## config.mk

```make
export PLATFORM = sky130hd
export DESIGN_NAME = dmux8_rr_sched_flat
export DESIGN_NICKNAME = d
export VERILOG_FILES = /design/src/rtl/dmux_sched_pkg.sv /design/src/rtl/dmux8_rr_sched_if.sv /design/src/rtl/rr_pick8.sv /design/src/rtl/dmux8_rr_sched.sv /design/src/flat_wrapper.sv
export SDC_FILE = /design/constraint.sdc
export NUM_CORES = 1
export LEC_CHECK = 0
export CAP_MARGIN = 20
export CORE_ASPECT_RATIO = 0.8
export CORE_MARGIN = 2
export CORE_UTILIZATION = 37
export DETAILED_ROUTE_END_ITERATION = 10
export PLACE_DENSITY_LB_ADDON = 0.25
export SLEW_MARGIN = 0
export SYNTH_ARGS = -nofsm -noshare
export SYNTH_HDL_FRONTEND = slang
export SYNTH_SLANG_ARGS = --single-unit
export TNS_END_PERCENT = 1
```

## constraint.sdc

```tcl
create_clock -name clk -period 3.9 [get_ports clk]
set_input_delay 0.78 -clock clk [delete_from_list [all_inputs] [get_ports clk]]
set_output_delay 0.78 -clock clk [all_outputs]
set_load 0.1 [all_outputs]
```

## src/rtl/dmux_sched_pkg.sv

```systemverilog
// dmux_sched_pkg: shared state enum, sizes and reset constants for the dmux8 round-robin write scheduler
package dmux_sched_pkg;
  typedef enum logic [1:0] {IDLE, LOAD, ACK} state_t;
  localparam int NREQ = 8;
  localparam int SEL_W = 3;
  localparam int CNT_W = 4;
  localparam logic [SEL_W-1:0] LAST_RST = 3'd7;
endpackage

```

## src/rtl/dmux8_rr_sched_if.sv

```systemverilog
// dmux8_rr_sched_if: requester ports and demux/register-bank write path; master = requesters, slave = scheduler
interface dmux8_rr_sched_if
  import dmux_sched_pkg::*;
#(parameter int W = 16);
  logic [NREQ-1:0] req;
  logic [NREQ*W-1:0] req_data;
  logic [NREQ-1:0] grant;
  logic [NREQ-1:0] ack;
  logic [SEL_W-1:0] load_sel;
  logic load_en;
  logic [W-1:0] wr_data;
  logic busy;
  modport master(output req, req_data, input grant, ack, load_sel, load_en, wr_data, busy);
  modport slave(input req, req_data, output grant, ack, load_sel, load_en, wr_data, busy);
endinterface

```

## src/rtl/rr_pick8.sv

```systemverilog
// rr_pick8: combinational circular first-set search starting just above last
module rr_pick8
  import dmux_sched_pkg::*;
(
  input  logic [NREQ-1:0]  req,
  input  logic [SEL_W-1:0] last,
  output logic [SEL_W-1:0] winner,
  output logic             any
);
  logic [SEL_W-1:0] idx;
  // scan farthest-first so the nearest set bit above last is the final assignment
  always_comb begin
    winner = '0;
    idx = '0;
    any = |req;
    for (int i = NREQ - 1; i >= 0; i--) begin
      idx = last + SEL_W'(i + 1);
      if (req[idx]) winner = idx;
    end
  end
endmodule

```

## src/rtl/dmux8_rr_sched.sv

```systemverilog
// dmux8_rr_sched: round-robin scheduler driving one 8-way load demux for HOLD cycles per transaction
// Optional: define DMUX_SCHED_PRIO0_EN to give requester 0 fixed top priority.
module dmux8_rr_sched
  import dmux_sched_pkg::*;
#(
  parameter int W = 16,
  parameter int HOLD = 1
) (
  input logic clk,
  input logic rst_n,
  dmux8_rr_sched_if.slave bus
);
  state_t state, state_d;
  logic [CNT_W-1:0] cnt, cnt_d;
  logic [SEL_W-1:0] last, last_d, load_sel, sel_d, pick, win;
  logic [NREQ-1:0] grant, grant_d, ack, ack_d;
  logic [W-1:0] wr_data, data_d;
  logic load_en, en_d, any;
  rr_pick8 u_pick (.req(bus.req), .last(last), .winner(pick), .any(any));
`ifdef DMUX_SCHED_PRIO0_EN
  assign win = bus.req[0] ? '0 : pick;
`else
  assign win = pick;
`endif
  always_ff @(posedge clk) begin
    if (!rst_n) begin
      state <= IDLE;
      cnt <= '0;
      last <= LAST_RST;
      grant <= '0;
      ack <= '0;
      load_sel <= '0;
      load_en <= 1'b0;
      wr_data <= '0;
    end else begin
      state <= state_d;
      cnt <= cnt_d;
      last <= last_d;
      grant <= grant_d;
      ack <= ack_d;
      load_sel <= sel_d;
      load_en <= en_d;
      wr_data <= data_d;
    end
  end
  always_comb begin
    state_d = state;
    cnt_d = cnt;
    last_d = last;
    grant_d = grant;
    sel_d = load_sel;
    data_d = wr_data;
    ack_d = '0;
    en_d = 1'b0;
    case (state)
      IDLE: begin
        grant_d = any ? NREQ'(1) << win : '0;
        sel_d = any ? win : '0;
        data_d = any ? bus.req_data[int'(win)*W +: W] : '0;
        cnt_d = CNT_W'(HOLD - 1);
        en_d = any;
        state_d = any ? LOAD : IDLE;
      end
      LOAD: begin
        en_d = cnt != '0;
        cnt_d = cnt != '0 ? cnt - 1'b1 : cnt;
        ack_d = cnt == '0 ? grant : '0;
        state_d = cnt == '0 ? ACK : LOAD;
      end
      default: begin
`ifdef DMUX_SCHED_PRIO0_EN
        last_d = load_sel == '0 ? last : load_sel;
`else
        last_d = load_sel;
`endif
        grant_d = '0;
        sel_d = '0;
        data_d = '0;
        state_d = IDLE;
      end
    endcase
  end
  assign bus.grant = grant;
  assign bus.ack = ack;
  assign bus.load_sel = load_sel;
  assign bus.load_en = load_en;
  assign bus.wr_data = wr_data;
  assign bus.busy = state != IDLE;
endmodule

```

## src/flat_wrapper.sv

```systemverilog
// flat-port wrapper written by rule: the top's interface ports become plain ports
module dmux8_rr_sched_flat import dmux_sched_pkg::*;
#(
  parameter int W = 16,
  parameter int HOLD = 1
)
  (clk, rst_n, bus_req, bus_req_data, bus_grant, bus_ack, bus_load_sel, bus_load_en, bus_wr_data, bus_busy);
  dmux8_rr_sched_if #(.W(W)) bus_i ();
  input logic clk;
  input logic rst_n;
  input wire logic [$bits(bus_i.req)-1:0] bus_req;
  input wire logic [$bits(bus_i.req_data)-1:0] bus_req_data;
  output wire logic [$bits(bus_i.grant)-1:0] bus_grant;
  output wire logic [$bits(bus_i.ack)-1:0] bus_ack;
  output wire logic [$bits(bus_i.load_sel)-1:0] bus_load_sel;
  output wire logic [$bits(bus_i.load_en)-1:0] bus_load_en;
  output wire logic [$bits(bus_i.wr_data)-1:0] bus_wr_data;
  output wire logic [$bits(bus_i.busy)-1:0] bus_busy;
  assign bus_i.req = bus_req;
  assign bus_i.req_data = bus_req_data;
  assign bus_grant = bus_i.grant;
  assign bus_ack = bus_i.ack;
  assign bus_load_sel = bus_i.load_sel;
  assign bus_load_en = bus_i.load_en;
  assign bus_wr_data = bus_i.wr_data;
  assign bus_busy = bus_i.busy;
  dmux8_rr_sched #(.W(W), .HOLD(HOLD)) u_core (.clk(clk), .rst_n(rst_n), .bus(bus_i));
endmodule
```

==> results.json <==
{
  "worst_path_max_delay_cell": "clkdlybuf4s50_1",
  "fin_nets": 727,
  "clkSlewWorstSetupHoldPaths_ns": 0.07,
  "grt_pass1_vias": 3785,
  "track_usage_pct": 22.5,
  "layout_min_cycle_time_ns": 3.68,
  "setup-violations-final": 0,
  "dr_total_vias": 3808,
  "status": "complete, no violations",
  "final_cells": 702,
  "dr.pass1.iters": 5,
  "synthCells": 399,
  "grt_pass1_wl_microns": 18500,
  "crit_top_cell": "mux2i_1",
  "die_area_sq_um": 10100,
  "antenna_cells": 0,
  "setup_slack_ns": 0.225,
  "placed_area_sq_um": 5520,
  "gp_congestion": 0.915,
  "ys_ff_latch": 44,
  "clock_latency_ns": 0.28,
  "io_pins": 175,
  "dr.first_iter.drc_count": 272,
  "cp-startpoint": "bus_req[0]",
  "start_util_pct": 38.1,
  "max_freq_ghz": 0.272,
  "slew_headroom_pct": 30.4,
  "ys_async_sr_fraction_pct": 0,
  "timing.final.hold_violations": 0,
  "rsz0062_at_grt": "no",
  "fill_cells": 744,
  "core_sq_um": 9080,
  "p_per_area_nw_per_um2": 478,
  "drt_wl_total_microns": 11900,
  "max_stage_delay_ns": 0.61,
  "final_antenna_net_count": 0,
  "antenna_found_initial": 0,
  "die_width_microns": 112,
  "io_buffers": 174,
  "cts.sinks": 44,
  "max-clock-path-buffers": 2,
  "hold_path.class": "flip-flop to flip-flop",
  "p_leak_nw": 2.36,
  "yosysUniqueCellTypes": 53,
  "post-place-ws_ns": -0.0519,
  "avgSynthCellArea_sq_um": 8.66,
  "post-cts-setup-buffer-count": 0,
  "numCtsBuffers": 5,
  "path_buf_inv": 3,
  "crit_family": "buffers and inverters",
  "synth_edf_count": 0,
  "areaGrowthSynthToFinish_pct": 65.4,
  "post_drt_wl_per_cell_microns": 16.9,
  "root_buffer": "clkbuf_16",
  "tightestPinTransition_ns": 1.04,
  "dp.cells": 694,
  "hpwl_microns": 9570,
  "max-cap-violations": 0,
  "critPathMaxFanout": 13,
  "netlist.area_leader.share_pct": 25.5,
  "irDropWorstVdd_mv": 0.376,
  "worstPathArrival_ns": 3.84,
  "drive_above_1_share_pct": 11.9,
  "yosys-top-cells-area": "dfxtp_1, mux2i_1, mux4_2, nand2_1, o21ai_0",
  "grt_max_degree": 28,
  "worstHoldStart": "u_core.bus.grant[0]",
  "synth_ff_type": "dfxtp_1",
  "final_area_sq_um": 5710,
  "tritoncts": "built",
  "r2r_start": "u_core.last[0]",
  "die_h_microns": 90.4,
  "ctsResizeCount": 0,
  "ys_seq_area_share_pct": 25.5,
  "synth_area_sq_um": 3450,
  "fin_skew_ns": 0.00320,
  "grt_overflow": 0,
  "ys_warn_count": 0,
  "synth_largest_area_cell": "dfxtp_1",
  "critical_path_required_ns": 4.07,
  "cp_cell_sequence": "clkdlybuf4s50_1 -> mux2_1 -> mux2i_1 -> a221oi_2 -> mux2i_1 -> a311oi_1 -> nor4_2 -> buf_4 -> buf_4 -> mux2i_1 -> o21ai_0 -> or3_1",
  "syn_nets": 540,
  "rows": 31,
  "route.detailed.drc": 0,
  "cts_hold_buffers": 0,
  "cp-end-kind": "flip-flop",
  "finalCritPeriodShare_pct": 94.2,
  "start_kind": "input pin",
  "vias_per_cell": 5.42,
  "cts.htree.levels": 2,
  "setup.worst_path.class": "input pin to flip-flop",
  "drv_slew": 0
}
## cells in the mapped netlist (2+ instances only)
master and instances:
inv_1 8, nor2b_1 5, inv_2 2, and3_1 3
and2_1 12, mux2_2 2, nor3_1 4, a21oi_1 12
o21ai_1 8, nor4_1 3, a21o_1 2, buf_4 5
mux2i_1 79, o22ai_1 17, o21ai_0 24, nor2_1 29
o211ai_1 3, nor3b_1 2, buf_1 2, a31oi_1 4
dfxtp_1 44, buf_6 6, xor2_1 2, nand2b_1 3
or3_1 17, mux4_2 11, o21a_1 2, or2_1 2
a22o_1 3, buf_2 10, nand3_1 5, nand2_1 36
clkbuf_1 8, mux2_1 3, ha_1 3
## layer usage
| layer | share of wire, % | global-route usage [%] | wire (microns) |
|---|---|---|---|
| met1 | 42 | 28.0 | 4950 |
| met2 | 49 | 39.1 | 5790 |
| met4 | 2.7 | 6.91 | 326 |
| met5 | 0 | 0 | 0 |
| met3 | 6.6 | 4.70 | 787 |
## path summary, 6_finish.rpt
| check | to | slack [ns] | depth (start not counted) |
|---|---|---|---|
| worst max-delay path | u_core.bus.wr_data[6] | 0.22 | 12 |
| worst min register to register | u_core.bus.grant[0] | 0.46 | 2 |
| worst max register to register | u_core.bus.wr_data[6] | 0.31 | 13 |
| worst min-delay path | u_core.bus.grant[0] | 0.46 | 2 |
## kinds of logic (layout without fill, tap and decap cells)
group / Yosys count / in the layout / synth area share, %
AND/OR/NAND/NOR: 123 / 123 / 17.4
multiplexers: 95 / 95 / 31.7
AO/OA/AOI/OAI: 88 / 88 / 16.0
flip-flops: 44 / 44 / 25.5
buffers and inverters: 41 / 229 / 6.66
XOR/XNOR: 5 / 5 / 1.70
adder cells (fa/ha/maj): 3 / 3 / 1.09
## metrics by stage
step	util, %	hold slack, ns	TNS, ns	total power [mW]
6_report	62.9	0.461	0	2.73
4_1_cts	62.8	0.465	0	2.73
5_1_grt	62.9	0.496	0	2.85
2_1_floorplan	-	0.471	0	1.73
3_3_place_gp	60.8	0.455	0	2.21
3_5_place_dp	60.8	0.456	-0.310	2.23
## cell usage in the layout, fill, tap and decap left out, drive strengths merged, types with 5 or more instances in the layout
master / count
mux2: 5
nand3: 5
inv: 10
nor2: 29
clkbuf: 6
o21ai: 32
o22ai: 17
clkdlybuf4s50: 174
nor2b: 5
mux4: 11
nand2: 36
buf: 37
dfxtp: 44
and2: 12
or3: 17
a21oi: 12
mux2i: 79
## worst min-delay path: cells and delay by family (launching register included)
family             cells  cell delay (ns)
DFF                    1             0.32
and+or+nand+nor        1             0.05
AOI/OAI and AO/OA      1             0.05
## report_power, final
part           switching, mW  internal, mW
combinational          0.988         0.671
sequential            0.0474         0.523
clock                  0.179         0.321
## flip-flops by register name, indices dropped and copies added, names as in the netlist
signal               count
u_core.bus.ack           8
u_core.cnt               4
u_core.state             2
u_core.bus.load_sel      3
u_core.last              3
u_core.bus.wr_data      16
u_core.bus.grant         8
## final cells by class
| type | instances | area (sq um) | share of cell area, % |
|---|---|---|---|
| multi-input combinational | 314 | 2370 | 41.4 |
| timing repair buffer | 211 | 2110 | 36.9 |
| sequential | 44 | 881 | 15.4 |
| tap | 115 | 144 | 2.52 |
| clock buffer | 6 | 139 | 2.43 |
| clock inverter | 2 | 38.8 | 0.679 |
| inverter | 10 | 37.5 | 0.657 |
No activity file was read; power rests on OpenSTA's default activity.
